===== src/rtl/spi_master_n.sv =====
`default_nettype none
// =====================================================================
// spi_master_n : SPI master with programmable length, divider, mode,
//                bit order and registered chip selects.
// Revision     : 1.0
// =====================================================================
module spi_master_n #(
  parameter int W   = 16,
  parameter int NCS = 2,
  localparam int LW  = $clog2(W),
  localparam int CSW = (NCS > 1) ? $clog2(NCS) : 1
) (
  input  logic           clk,
  input  logic           resetq,
  input  logic           we,
  input  logic [W-1:0]   tx,
  input  logic [LW-1:0]  len,
  input  logic [7:0]     div,
  input  logic           cpol,
  input  logic           cpha,
  input  logic           lsbf,
  input  logic           hold,
  input  logic [CSW-1:0] cs_sel,
  output logic [W-1:0]   rx,
  output logic           busy,
  output logic           done,
  output logic           sclk,
  output logic           mosi,
  output logic [NCS-1:0] cs_n,
  input  logic           miso
);

  localparam logic [1:0] S_IDLE  = 2'd0;
  localparam logic [1:0] S_LEAD  = 2'd1;
  localparam logic [1:0] S_SHIFT = 2'd2;
  localparam logic [1:0] S_TRAIL = 2'd3;

  // Edge counter must reach 2*W, hence two bits wider than len.
  localparam int EW = LW + 2;

  logic [1:0]     state_q, state_d;
  logic [7:0]     cnt_q, cnt_d;
  logic [7:0]     div_q, div_d;
  logic [EW-1:0]  edge_q, edge_d;
  logic [LW-1:0]  len_q, len_d;
  logic           cpol_q, cpol_d;
  logic           cpha_q, cpha_d;
  logic           lsbf_q, lsbf_d;
  logic           hold_q, hold_d;
  logic [W-1:0]   tx_q, tx_d;
  logic [W-1:0]   acc_q, acc_d;
  logic [W-1:0]   rx_q, rx_d;
  logic           sclk_q, sclk_d;
  logic           mosi_q, mosi_d;
  logic           done_q, done_d;
  logic [NCS-1:0] cs_n_q, cs_n_d;

  logic           w_hp_end;
  logic           w_toggle;
  logic           w_sample;
  logic           w_last_edge;
  logic [EW-1:0]  w_nedges;
  logic [EW-1:0]  w_last_idx;
  logic [LW-1:0]  w_si;
  logic [LW-1:0]  w_j;
  logic [LW-1:0]  w_tx_pos;
  logic [LW-1:0]  w_rx_pos;
  logic [LW-1:0]  w_first_pos;

  assign w_hp_end    = (cnt_q == div_q);
  assign w_nedges    = {1'b0, len_q, 1'b0} + EW'(2);
  assign w_last_idx  = w_nedges - EW'(1);
  assign w_last_edge = (edge_q == w_last_idx);
  // Even edge indices are leading edges; cpha selects which role samples.
  assign w_sample    = (edge_q[0] == cpha_q);
  assign w_si        = edge_q[LW:1];
  // With cpha=0 bit 0 already went out on entry, so updates carry bit i+1.
  assign w_j         = w_si + (cpha_q ? {LW{1'b0}} : LW'(1));
  assign w_tx_pos    = lsbf_q ? w_j  : (len_q - w_j);
  assign w_rx_pos    = lsbf_q ? w_si : (len_q - w_si);
  assign w_first_pos = lsbf ? {LW{1'b0}} : len;

  always_comb begin
    state_d  = state_q;
    cnt_d    = cnt_q;
    div_d    = div_q;
    edge_d   = edge_q;
    len_d    = len_q;
    cpol_d   = cpol_q;
    cpha_d   = cpha_q;
    lsbf_d   = lsbf_q;
    hold_d   = hold_q;
    tx_d     = tx_q;
    acc_d    = acc_q;
    rx_d     = rx_q;
    sclk_d   = sclk_q;
    mosi_d   = mosi_q;
    cs_n_d   = cs_n_q;
    done_d   = 1'b0;
    w_toggle = 1'b0;

    case (state_q)
      S_IDLE: begin
        if (!hold_q) begin
          cs_n_d = '1;
        end
        if (we) begin
          len_d   = len;
          div_d   = div;
          cpol_d  = cpol;
          cpha_d  = cpha;
          lsbf_d  = lsbf;
          hold_d  = hold;
          tx_d    = tx;
          acc_d   = '0;
          cnt_d   = 8'd0;
          edge_d  = '0;
          sclk_d  = cpol;
          cs_n_d  = ~(NCS'(1) << cs_sel);
          if (!cpha) begin
            mosi_d = tx[w_first_pos];
          end
          state_d = S_LEAD;
        end
      end
      S_LEAD: begin
        if (w_hp_end) begin
          cnt_d    = 8'd0;
          w_toggle = 1'b1;
          state_d  = S_SHIFT;
        end else begin
          cnt_d = cnt_q + 8'd1;
        end
      end
      S_SHIFT: begin
        if (w_hp_end) begin
          cnt_d = 8'd0;
          if (edge_q == w_nedges) begin
            rx_d    = acc_q;
            state_d = S_TRAIL;
          end else begin
            w_toggle = 1'b1;
          end
        end else begin
          cnt_d = cnt_q + 8'd1;
        end
      end
      default: begin
        if (w_hp_end) begin
          cnt_d   = 8'd0;
          done_d  = 1'b1;
          state_d = S_IDLE;
        end else begin
          cnt_d = cnt_q + 8'd1;
        end
      end
    endcase

    if (w_toggle) begin
      sclk_d = ~sclk_q;
      edge_d = edge_q + EW'(1);
      if (w_sample) begin
        acc_d[w_rx_pos] = miso;
      end else if (cpha_q || !w_last_edge) begin
        mosi_d = tx_q[w_tx_pos];
      end
    end
  end

  always_ff @(posedge clk or negedge resetq) begin
    if (!resetq) begin
      state_q <= S_IDLE;
      cnt_q   <= 8'd0;
      div_q   <= 8'd0;
      edge_q  <= '0;
      len_q   <= '0;
      cpol_q  <= 1'b0;
      cpha_q  <= 1'b0;
      lsbf_q  <= 1'b0;
      hold_q  <= 1'b0;
      tx_q    <= '0;
      acc_q   <= '0;
      rx_q    <= '0;
      sclk_q  <= 1'b0;
      mosi_q  <= 1'b0;
      done_q  <= 1'b0;
      cs_n_q  <= '1;
    end else begin
      state_q <= state_d;
      cnt_q   <= cnt_d;
      div_q   <= div_d;
      edge_q  <= edge_d;
      len_q   <= len_d;
      cpol_q  <= cpol_d;
      cpha_q  <= cpha_d;
      lsbf_q  <= lsbf_d;
      hold_q  <= hold_d;
      tx_q    <= tx_d;
      acc_q   <= acc_d;
      rx_q    <= rx_d;
      sclk_q  <= sclk_d;
      mosi_q  <= mosi_d;
      done_q  <= done_d;
      cs_n_q  <= cs_n_d;
    end
  end

  assign rx   = rx_q;
  assign busy = (state_q != S_IDLE);
  assign done = done_q;
  assign sclk = sclk_q;
  assign mosi = mosi_q;
  assign cs_n = cs_n_q;

endmodule
`default_nettype wire

===== config.mk =====
export PLATFORM = sky130hd
export DESIGN_NAME = spi_master_n
export DESIGN_NICKNAME = d
export VERILOG_FILES = /design/src/rtl/spi_master_n.sv
export SDC_FILE = /design/constraint.sdc
export NUM_CORES = 1
export LEC_CHECK = 0
export CORE_MARGIN = 4
export CORE_UTILIZATION = 60
export CTS_CLUSTER_SIZE = 8
export DETAILED_ROUTE_END_ITERATION = 12
export DONT_BUFFER_PORTS = 1
export PLACE_DENSITY = 0.76
export SLEW_MARGIN = 20
export SYNTH_ARGS = -nofsm -noshare
export SYNTH_HDL_FRONTEND = slang
export SYNTH_SLANG_ARGS = --single-unit

===== constraint.sdc =====
create_clock -name clk -period 3.5 [get_ports clk]
set_input_delay 0.175 -clock clk [delete_from_list [all_inputs] [get_ports clk]]
set_output_delay 0.175 -clock clk [all_outputs]
set_load 0.05 [all_outputs]

### Word level (Yosys, flattened, before mapping)

Cells that the tools add are included.

* muxes and demuxes: 43
* reductions and logical operators: 14
* add/subtract/negate cells: 7
* shifts and indexed selects: 1
* magnitude comparators: 4
* bitwise gates (word level): 2
* multipliers: 0
* eq/ne operators: 11
* divide/modulo/power cells: 0

Operators by type and width (count)
* 16-bit 2-to-1 mux: 4
* 8-bit 2-to-1 mux: 3
* 6-bit 2-to-1 mux: 3
* 1-bit 2-to-1 mux: 17
* 16-bit bitwise mux: 1
* 4-bit by 5-bit < comparator with 1-bit output (second input constant): 3
* 2-bit 2-to-1 mux: 7
* 6-bit == test: 2
* 4-bit 2-to-1 mux: 3
* 2-bit != test (second input constant): 5
* 8-bit by 1-bit adder with 8-bit output (second input constant): 1
* 1-bit binary-select mux with 4-bit select: 2
* 8-bit == test: 1
* 2-bit nonzero test: 4
* 4-bit subtractor: 2
* 5-bit by 2-bit adder with 6-bit output (second input constant): 1
* 6-bit by 1-bit adder with 6-bit output (second input constant): 1
* 2-bit one-hot mux with 3 select lines: 1
* 2-bit AND reduction: 3
* 6-bit by 1-bit subtractor with 6-bit output (second input constant): 1
* 5-bit AND reduction: 1
* 4-bit by 1-bit adder with 4-bit output: 1
* 1-bit demux with 4-bit select: 1
* 4-bit by 1-bit >= comparator with 1-bit output (second input constant): 1
* 13 further kinds: 13

* output and inout port bits: 22
* ROM bits: 0
* input bits: 37
* memories kept: 0
* memory bits (writable): 0
* logic and storage cells: 97
* latch bits: 0
* bits in registers: 84

### Longest topological paths before layout

Gate-level depths: netlist of run 1.

* word-level depth: 9
* mapped depth: 11
* depth with buffers taken out: 11

### Worst setup path before layout of run 1

Ideal clock, no wire load.

* path type: register -> register
* start: register len_q[1]
* end: register acc_q[4]
* library setup time: 0.080 ns
* arrival time: 2.502 ns
* path buffers: 2
* clock period less this slack: 2.581 ns
* slack: 0.919 ns
* required time: 3.420 ns
* cell stages (with the launch flop): 11
* cell sequence: dfrtp_1 > ha_1 > xnor2_1 > a21oi_1 > a21o_1 > a2111o_1 > buf_6 > or2_1 > buf_6 > nor3_1 > mux2i_1

* longest elaborated chain between the ends: 9
* elaborated cells on any way between the ends: 15
* classes of those cells: add/sub: 2; order compare: 2; eq/ne: 1; mux: 9; reduce/logical: 1

RTL lines
* start, declared: RTL line 45 `logic [LW-1:0] len_q, len_d;`
* start signal, assigned: RTL line 193 `len_q <= len_d;`
* 4-bit subtractor: RTL line 80 `assign w_rx_pos = lsbf_q ? w_si : (len_q - w_si);`
* 4-bit 2-to-1 mux: RTL line 80
* 4-bit by 5-bit < comparator with 1-bit output (not written as such) / 4-bit by 1-bit >= comparator with 1-bit output (equally long branches): RTL line 163 `acc_d[w_rx_pos] = miso;`
* 1-bit logical AND (not written as such): RTL line 163
* 1-bit 2-to-1 mux (not written as such): RTL line 163
* 1-bit demux with 4-bit select: RTL line 163
* 16-bit bitwise mux: RTL line 163
* 16-bit 2-to-1 mux: RTL line 162 `if (w_sample) begin`
* 16-bit 2-to-1 mux (*): RTL line 159 `if (w_toggle) begin`
* via acc_d[4]: RTL line 51 `logic [W-1:0] acc_q, acc_d;`
* end signal, assigned: RTL line 182 `acc_q <= '0;`
* end signal, assigned: RTL line 199 `acc_q <= acc_d;`
* end, declared: RTL line 51

Mark *: on every way through the listed nets, which the timed path passes. The rest lies on a longest branch.
A chain may end at the register's enable or synchronous reset.

### Final worst setup path of run 1

* start: register len_q[1]
* end: register rx_q[14], in the netlist rx[14]

* longest elaborated chain between the ends: 3

RTL lines
* 5-bit by 2-bit adder with 6-bit output: RTL line 71 `assign w_nedges = {1'b0, len_q, 1'b0} + EW'(2);`
* 6-bit == test: RTL line 138 `if (edge_q == w_nedges) begin`
* 3-bit AND reduction (no source line)
* end signal, assigned: RTL line 200 `rx_q <= rx_d;`
* end, declared: RTL line 52 `logic [W-1:0] rx_q, rx_d;`

Every way passes these cells.

==> flow_metrics.tcl, run 1 <==
set metrics [dict create \
    cts_htree_levels 3 \
    pwr-share-seq 0.384 \
    p_leak_nw 2.290 \
    routedWlPerCell_um 18.06 \
    gp_congestion 0.8950 \
    synth-edff-count 0 \
    syn_to_final_growth_pct 13.85 \
    antenna_found_initial 0 \
    fin_cells 551 \
    synth_cell_types 51 \
    setup_viol 0 \
    slew_headroom 0.4646 \
    drc_errors 0 \
    final_cell_mix "dfrtp_1, mux2_2, dlygate4sd3_1" \
    dieArea_um2 9131 \
    cp_slowest_cell "dfrtp_1" \
    place_area_um2 4651 \
    synth_top_area_frac 0.4461 \
    place_ws_ns 0.5652 \
    worst_slew_pin_slew_ns 0.8002 \
    dr_total_vias 3383 \
    p_comb_frac 0.443 \
    async_flop_share 1.000 \
    route.met3.wl_um 620 \
    num_antenna_cells 0 \
    final_common_cell "dfrtp_1" \
    nets 502 \
    cp.arrival_ns 3.24 \
    ys_ff_latch 84 \
    ioPinCount 59 \
    reg2reg_setup_slack_ns 0.52 \
    wl_met2_um 4969 \
    wl_met1_um 4145 \
    crit_chain "ha_1 -> xor2_1 -> or3_1 -> nor4b_1 -> nand2_1 -> mux2_2" \
    critical_path.startpoint_type "flop" \
    syn_area_per_cell_um2 11.03 \
    setup_ws_ns 0.5191 \
    pwr-share-clk 0.173 \
    drtIter0Drc 148 \
    core_area_um2 7370 \
    final_cell_area_um2 5236 \
    slowest_delay_ns 0.57 \
    timing.final.crit_period_ns 2.981 \
    maxCapViolCount 0 \
    synth_area_um2 4599 \
    viasPerCell 6.140 \
    port_buffers 0 \
    p_int_mw 2.556 \
    clk_latency_ns 0.36 \
    hold_violations 0 \
    worstPathRequired_ns 3.76 \
    cp_max_fo 16 \
    syn_inst 417 \
    path_clk_slew_ns 0.10 \
    grt_pass1_vias 3530 \
    globalRoute.totalOverflow 0 \
    tns_ns 0 \
    rows 31 \
    grt_max_degree 85 \
    rsz0062_at_grt "no" \
    cts_resized 0 \
    post_cts_buffers 0 \
    whs_ns 0.06141 \
    numCtsBuffers 9 \
    synth_area_leader_cell "dfrtp_1" \
    cts-root-buf "clkbuf_8" \
    cts_num_sinks 84 \
    synth_nets 472 \
    grt.total_usage 0.2395 \
    hp-class "in -> reg" \
    drive_above_1_share 0.1770 \
    status "complete, no violations" \
    end_kind "flop" \
    power_mw 4.331 \
    fin_crit_sh 0.8517 \
    first_pass_iters 4 \
    maxSlewViolCount 0 \
    dr.max_layer_used "met4" \
    dpl.hpwl_um 6727 \
    ys_dominant_reg_cell "dfrtp_1" \
    dp_cells 500 \
    grt_pass1_wl_um 16820 \
    critPathKind "reg -> reg" \
    die_h_um 95.56 \
    yosys_warnings 0 \
    ant_nets 0 \
    synth.area.top_cells "dfrtp_1, mux2_2, ha_1, mux2i_1, xor2_1" \
    ir_worst_vdd_mv 0.5265 \
    max_freq_mhz 335.5 \
    cts_tree "done" \
    clock_skew_ns 0.009526 \
    fillers 510 \
    die_x_um 95.56 \
    start_util 0.6241 \
    powerDensity_nw_per_um2 827.2 \
    yosysSeqAreaShare 0.4576 \
    wl_um 9951 \
    clockBufferDepth 2 \
    fin_util 0.7105 \
    switching_power_mw 1.775 \
    p_sw_frac 0.4098 \
]
path summary, 6_finish.rpt:
check	end	from	depth (start not counted)
worst max-delay path	rx[14]	len_q[1]	6
worst min register to register	rx[7]	acc_q[7]	1
max in group asynchronous	cs_n[0]	resetq	2
min in group asynchronous	rx[5]	resetq	2
worst min-delay path	sclk	cpol	2
worst max register to register	rx[14]	len_q[1]	6
area by class of cell:
cell class / instances / area [um2] / area share
clock buffers: 9 / 123.9 / 0.02366
clock inverters: 7 / 93.84 / 0.01792
inverters: 18 / 67.56 / 0.01290
multi-input cells: 296 / 2332 / 0.4454
flip-flops and latches: 84 / 2105 / 0.4019
well taps: 99 / 123.9 / 0.02366
repair buffers: 38 / 390.4 / 0.07455
per-layer routing:
| layer | GRT usage | up-vias |
|---|---|---|
| li1 | - | 1577 |
| met1 | 0.2972 | 1686 |
| met2 | 0.4007 | 99 |
| met3 | 0.05604 | 21 |
| met4 | 0.09953 | 0 |
| met5 | 0 | - |
cells by family (layout without fill, tap and decap cells):
logic type,after synthesis,count (layout),share of synthesized area
compound gates,80,80,0.1202
xor+xnor,27,27,0.05141
fa+ha+maj,18,18,0.05223
buf+inv,37,72,0.03591
flops,84,84,0.4576
mux,68,68,0.1717
simple gates,103,103,0.1110
state kept, by name (all words and copies together), names as in the netlist:
| name | count |
|---|---|
| tx_q | 16 |
| len_q | 4 |
| hold_q | 1 |
| sclk | 1 |
| acc_q | 16 |
| div_q | 8 |
| cpha_q | 1 |
| state_q | 2 |
| cnt_q | 8 |
| mosi | 1 |
| lsbf_q | 1 |
| edge_q | 6 |
| rx | 16 |
| done | 1 |
| cs_n | 2 |
critical path: cells and delay by family, from the launching register on:
family                     cells  cell delay (ns)
xor gates and xnor gates       1             0.17
adders and majority gates      1             0.33
muxes                          1             0.46
and+or+nand+nor                3             1.34
DFF                            1             0.57
power by group through the flow:
stage | Clock (mW) | Sequential [mW] | Combinational (mW)
detailed placement | 0 | 1.68 | 1.84
floorplan | 0 | 1.53 | 1.59
CTS | 0.764 | 1.66 | 1.91
global route | 0.813 | 1.71 | 2.13
finish | 0.751 | 1.66 | 1.92
global placement | 0 | 1.67 | 1.75
Yosys cell counts, types with 4 or more instances:
master	count
a21oi_1	9
and3_1	7
clkbuf_1	13
dfrtp_1	82
ha_1	16
inv_1	17
mux2_2	47
mux2i_1	17
mux4_2	4
nand2_1	27
nand2b_1	4
nand3_1	20
nor2_1	16
nor3_1	13
o211ai_1	12
o21ai_0	21
o22ai_1	4
o31ai_1	10
xnor2_1	10
xor2_1	17
repair_timing:
item | in CTS | in global routing
setup endpoints to repair | 0 | 0
endpoints found under the hold margin | 116 | 0
hold buffers | 35 | 0
Power figures use the tool's default switching activity.
==> run 2, diff against run 1 <==
--- a/config.mk
+++ b/config.mk
@@ -5,6 +5,7 @@
 export SDC_FILE = /design/constraint.sdc
 export NUM_CORES = 1
 export LEC_CHECK = 0
+export ABC_AREA = 1
 export CORE_MARGIN = 4
 export CORE_UTILIZATION = 60
 export CTS_CLUSTER_SIZE = 8
==> run 2 against run 1 <==
Final cell count up 42%. Global-route usage is 0.16 points lower. Clock power up 7.2%. Clock skew increased by 0.0026 ns. Highest routed layer unchanged. Largest cell class unchanged. Non-clock buffer count down 1. Core utilization down 0.40 points. Die area grew 5.8%. Largest power group unchanged.
==> flow_metrics.tcl, run 2 <==
set metrics [dict create \
    tns_ns 0 \
    cts_resized 0 \
    dpl.hpwl_um 7295 \
    synth_common_cells "nand2_1, inv_1, dfrtp_1" \
    syn_to_final_growth_pct 12.79 \
    rows 32 \
    post_cts_buffers 0 \
    regArea_um2 2105 \
    ys_dominant_reg_cell "dfrtp_1" \
    cts-root-buf "clkbuf_8" \
    clockBufferDepth 2 \
    p_leak_nw 2.668 \
    ant_nets 0 \
    num_antenna_cells 0 \
    cp_max_fo 8 \
    min_path_cells 2 \
    rr_worst_depth 13 \
    fillers 621 \
    async_flop_share 1.000 \
    slowest_delay_ns 0.48 \
    maxCapViolCount 0 \
    port_buffers 0 \
    grt.total_usage 0.2379 \
    synth_most_common_cell "nand2_1" \
    ir_worst_vdd_mv 0.4702 \
    critical_path.startpoint_type "flop" \
    syn_inst 648 \
    multi_input_area_um2 2332 \
    powerDensity_nw_per_um2 746.1 \
    start_util 0.6264 \
    die_h_um 98.29 \
    cp_slowest_cell "o21ai_1" \
    final_common_cell "nand2_1" \
    drc_errors 0 \
    worstPathRequired_ns 3.76 \
    worst_slew_pin_slew_ns 0.9487 \
    setup_viol 0 \
    final_cell_mix "nand2_1, inv_1, dfrtp_1" \
    routedWlPerCell_um 14.22 \
    clock_skew_ns 0.01213 \
    hold_violations 0 \
    synth_area_leader_cell "dfrtp_1" \
    syn_area_per_cell_um2 7.548 \
    drtIter0Drc 218 \
    antenna_found_initial 0 \
    grt_pass1_wl_um 19070 \
    ioPinCount 59 \
    end_kind "flop" \
    dieArea_um2 9660 \
    viasPerCell 5.433 \
    max_freq_mhz 367.3 \
    grt_pass1_vias 4253 \
    min-delay-start "len[2]" \
    gp_congestion 0.8886 \
    fin_cells 781 \
    synth_top_area_frac 0.4195 \
    yosysSeqAreaShare 0.4303 \
    synth.area.top_cells "dfrtp_1, nand2_1, inv_1, o21ai_0, nand3_1" \
    numCtsBuffers 9 \
    postCtsHoldBufs 34 \
    drive_above_1_share 0.06627 \
    critPathKind "reg -> reg" \
    cp.arrival_ns 2.98 \
    dp_cells 731 \
    power_mw 4.116 \
    first_pass_iters 5 \
    ys_ff_latch 84 \
    synth_nets 703 \
    status "complete, no violations" \
    cts_tree "done" \
    maxSlewViolCount 0 \
    fin_crit_sh 0.7779 \
    path_clk_slew_ns 0.09 \
    cts_num_sinks 84 \
    grt_max_degree 85 \
    nets 729 \
    timing.final.crit_period_ns 2.723 \
    r2r-start "edge_q[1]" \
    slew_headroom 0.3633 \
    clk_latency_ns 0.36 \
    crit_path_start "edge_q[1]" \
    globalRoute.totalOverflow 0 \
    hp-class "in -> reg" \
    cts_htree_levels 3 \
    dr_total_vias 4243 \
    synth_area_um2 4891 \
    yosys_warnings 0 \
    rsz0062_at_grt "no" \
    synth-edff-count 0 \
    synth_cell_types 34 \
    crit_top_cell "nand2_1" \
    crit_chain "ha_1 -> ha_1 -> fa_1 -> o21ai_1 -> a21oi_1 -> o21ai_0 -> nand2_1 -> nand2_1 -> nand2_1 -> nand2_1 -> nand2_1 -> nand3_1 -> nand2_1" \
    wl_um 11110 \
    core_area_um2 7807 \
    die_x_um 98.29 \
]
run 2: final cells by class:
cell class | instances | area share
well taps | 102 | 0.02313
repair buffers | 37 | 0.06895
flip-flops and latches | 84 | 0.3815
clock buffers | 9 | 0.02245
clock inverters | 7 | 0.01860
multi-input cells | 450 | 0.4228
inverters | 92 | 0.06260
run 2: worst paths after layout:
kind / endpoint / slack, ns
max reg2reg: mosi / 0.78
max: mosi / 0.78
min: len_q[2] / 0.02
max in group asynchronous: cs_n[0] / 2.76
min reg2reg: hold_q / 0.49
min in group asynchronous: rx[1] / 0.37
run 2: where the power goes:
group | internal (mW) | switching (mW) | total (mW)
registers | 1.21 | 0.303 | 1.51
logic | 0.601 | 1.20 | 1.80
clock network | 0.414 | 0.391 | 0.805
run 2: logic make-up after synthesis:
logic type / after synthesis / synth area share
buffers and inverters: 114 / 0.09286
DFF: 84 / 0.4303
adders and majority gates: 18 / 0.04912
xor gates and xnor gates: 23 / 0.04119
AOI/OAI and AO/OA: 91 / 0.1051
and+or+nand+nor: 318 / 0.2814
run 2: stage by stage:
stage                     utilization  setup slack (ns)  cell area [um2]  hold WS [ns]
after global routing           0.7066            0.5856             5517       0.01154
final                          0.7066            0.7774             5517       0.01918
after CTS                      0.7066            0.7784             5517      0.007255
after detailed placement       0.6317            0.8473             4932       -0.1180
after global placement         0.6317            0.9759             4932       -0.1174
after floorplan                     -             1.145             4891       -0.1206
run 2: worst max-delay path, delay by kind of cell (launching register included):
family                     cells  cell delay [ns]
AOI/OAI and AO/OA              3             0.69
adders and majority gates      3             1.06
DFF                            1             0.45
and+or+nand+nor                7             0.43
run 2: metal layers:
layer / vias to the layer above / wire, um / GRT usage
met5: - / 0 / 0
met4: 0 / 242 / 0.08613
met3: 24 / 613 / 0.04143
met2: 139 / 5563 / 0.4160
met1: 1982 / 4688 / 0.2949
li1: 2098 / - / -
==> run 3, diff against run 2 <==
--- a/config.mk
+++ b/config.mk
@@ -7,7 +7,7 @@
 export LEC_CHECK = 0
 export ABC_AREA = 1
 export CORE_MARGIN = 4
-export CORE_UTILIZATION = 60
+export CORE_UTILIZATION = 58
 export CTS_CLUSTER_SIZE = 8
 export DETAILED_ROUTE_END_ITERATION = 12
 export DONT_BUFFER_PORTS = 1
==> constraint.sdc (replaced) <==
create_clock -name clk -period 2.4 [get_ports clk]
set_input_delay 0.12 -clock clk [delete_from_list [all_inputs] [get_ports clk]]
set_output_delay 0.12 -clock clk [all_outputs]
set_load 0.05 [all_outputs]
==> run 3 against run 2 <==
Global-route usage rose by 0.87 points. Via count rose by 1.7%. Sequential power rose by 46%. Critical endpoint unchanged. First-iteration DRC count fell by 5.0%. Register-to-register slack got worse by 0.67 ns. Critical path depth did not move. Largest cell class unchanged. Clock skew fell by 0.0043 ns. Highest routed layer unchanged.
==> flow_metrics.tcl, run 3 (synthesis results as in run 2) <==
set metrics [dict create \
    status "complete, no violations" \
    timing.final.crit_period_ns 2.288 \
    ant_nets 0 \
    antenna_found_initial 0 \
    cts_tree "done" \
    slowest_delay_ns 0.49 \
    fin_util 0.6924 \
    maxCapViolCount 0 \
    numCtsBuffers 9 \
    gp_congestion 0.8729 \
    place_area_um2 5026 \
    wl_um 11580 \
    crit_chain "inv_2 -> ha_4 -> ha_4 -> fa_1 -> o21ai_4 -> o211ai_1 -> nand2_1 -> nand2_1 -> nand2_1 -> nand2_1 -> nand2_1 -> nand3_1 -> nand2_1" \
    clock_skew_ns 0.007785 \
    setup_viol 0 \
    viasPerCell 5.399 \
    whs_ns 0.02658 \
    num_antenna_cells 0 \
    grt_pass1_wl_um 19870 \
    ir_worst_vdd_mv 0.6619 \
    cp.arrival_ns 2.59 \
    die_x_um 99.83 \
    nets 744 \
    max_freq_mhz 437.0 \
    drive_above_1_share 0.09366 \
    clockBufferDepth 2 \
    worst_slew_pin_slew_ns 0.5858 \
    p_leak_nw 2.730 \
    path_clk_slew_ns 0.09 \
    critPathKind "reg -> reg" \
    port_buffers 0 \
    cts-root-buf "clkbuf_8" \
    rows 33 \
    die_h_um 99.83 \
    dieArea_um2 9966 \
    core_area_um2 8217 \
    dr_total_vias 4314 \
    worstPathRequired_ns 2.70 \
    rsz0062_at_grt "yes" \
    final_cell_mix "nand2_1, inv_1, dfrtp_1" \
    path_delay_family "adder cells" \
    cts_num_sinks 84 \
    end_kind "flop" \
    syn_to_final_growth_pct 16.32 \
    critical_path.startpoint_type "flop" \
    cts_htree_levels 3 \
    worst-path-buf-inv 1 \
    ioPinCount 59 \
    first_pass_iters 5 \
    routedWlPerCell_um 14.49 \
    drc_errors 0 \
    drtIter0Drc 207 \
    fin_crit_sh 0.9535 \
    clk_latency_ns 0.37 \
    cp_max_fo 8 \
    maxSlewViolCount 0 \
    hp-class "in -> reg" \
    start_util 0.5952 \
    final_common_cell "nand2_1" \
    grt_max_degree 85 \
    place_ws_ns -0.1905 \
    dpl.hpwl_um 7723 \
    powerDensity_nw_per_um2 1091 \
    slew_headroom 0.6082 \
    globalRoute.totalOverflow 0 \
    crit_top_cell "nand2_1" \
    cp_slowest_cell "fa_1" \
    setup_ws_ns 0.1117 \
    final_cell_area_um2 5689 \
    grt_pass1_vias 4394 \
    grt.total_usage 0.2466 \
    power_mw 6.207 \
    hold_violations 0 \
]
## run 3: worst min-delay path, stage by stage
cell and delay (ns):
o21ai_0 0.07, nand2_1 0.07, nand2_1 0.05, nand2_1 0.05
## run 3: repair_timing
action | 4_1_cts | 5_1_grt
endpoints found under the hold margin | 133 | 0
pin swaps | 0 | 5
hold buffers | 36 | 0
endpoints found under the setup margin | 1 | 15
buffers inserted | 0 | 1
gates resized for setup | 2 | 11
## run 3: layer usage
| metal | global-route usage | vias to the layer above | wire (um) | share of wire |
|---|---|---|---|---|
| met3 | 0.06046 | 27 | 673 | 0.058 |
| met5 | 0 | - | 0 | 0 |
| li1 | - | 2124 | - | - |
| met1 | 0.3021 | 2032 | 4851 | 0.42 |
| met4 | 0.09349 | 0 | 241 | 0.021 |
| met2 | 0.4207 | 131 | 5810 | 0.50 |
## run 3: stage by stage
stage	std cells	setup TNS [ns]
finish	799	0
global route	799	-0.06903
CTS	798	0
detailed placement	746	-0.1905
global placement	746	-0.01712
floorplan	648	0
## run 3: final cells by class
type | count | area [um2]
inverter | 92 | 345.3
fill | 627 | 2527
clock buffer | 10 | 127.6
sequential | 84 | 2106
multi-input combinational | 450 | 2385
tap | 105 | 131.4
clock inverter | 6 | 96.34
timing repair buffer | 52 | 498.0
## run 3: worst paths after layout
kind / start / end / slack, ns / cells past startpoint
worst max-delay path: cpha_q / mosi / 0.11 / 13
worst min-delay path: cpha / mosi / 0.03 / 4
worst max register to register: cpha_q / mosi / 0.11 / 13
worst min register to register: tx_q[12] / tx_q[12] / 0.50 / 2
max in group asynchronous: resetq / cs_n[1] / 1.72 / 2
min in group asynchronous: resetq / acc_q[0] / 0.32 / 2
## run 3: power by group
| group | switching [mW] | total (mW) | internal [mW] |
|---|---|---|---|
| sequential | 0.433 | 2.20 | 1.77 |
| clock | 0.558 | 1.16 | 0.599 |
| combinational | 1.84 | 2.85 | 1.01 |
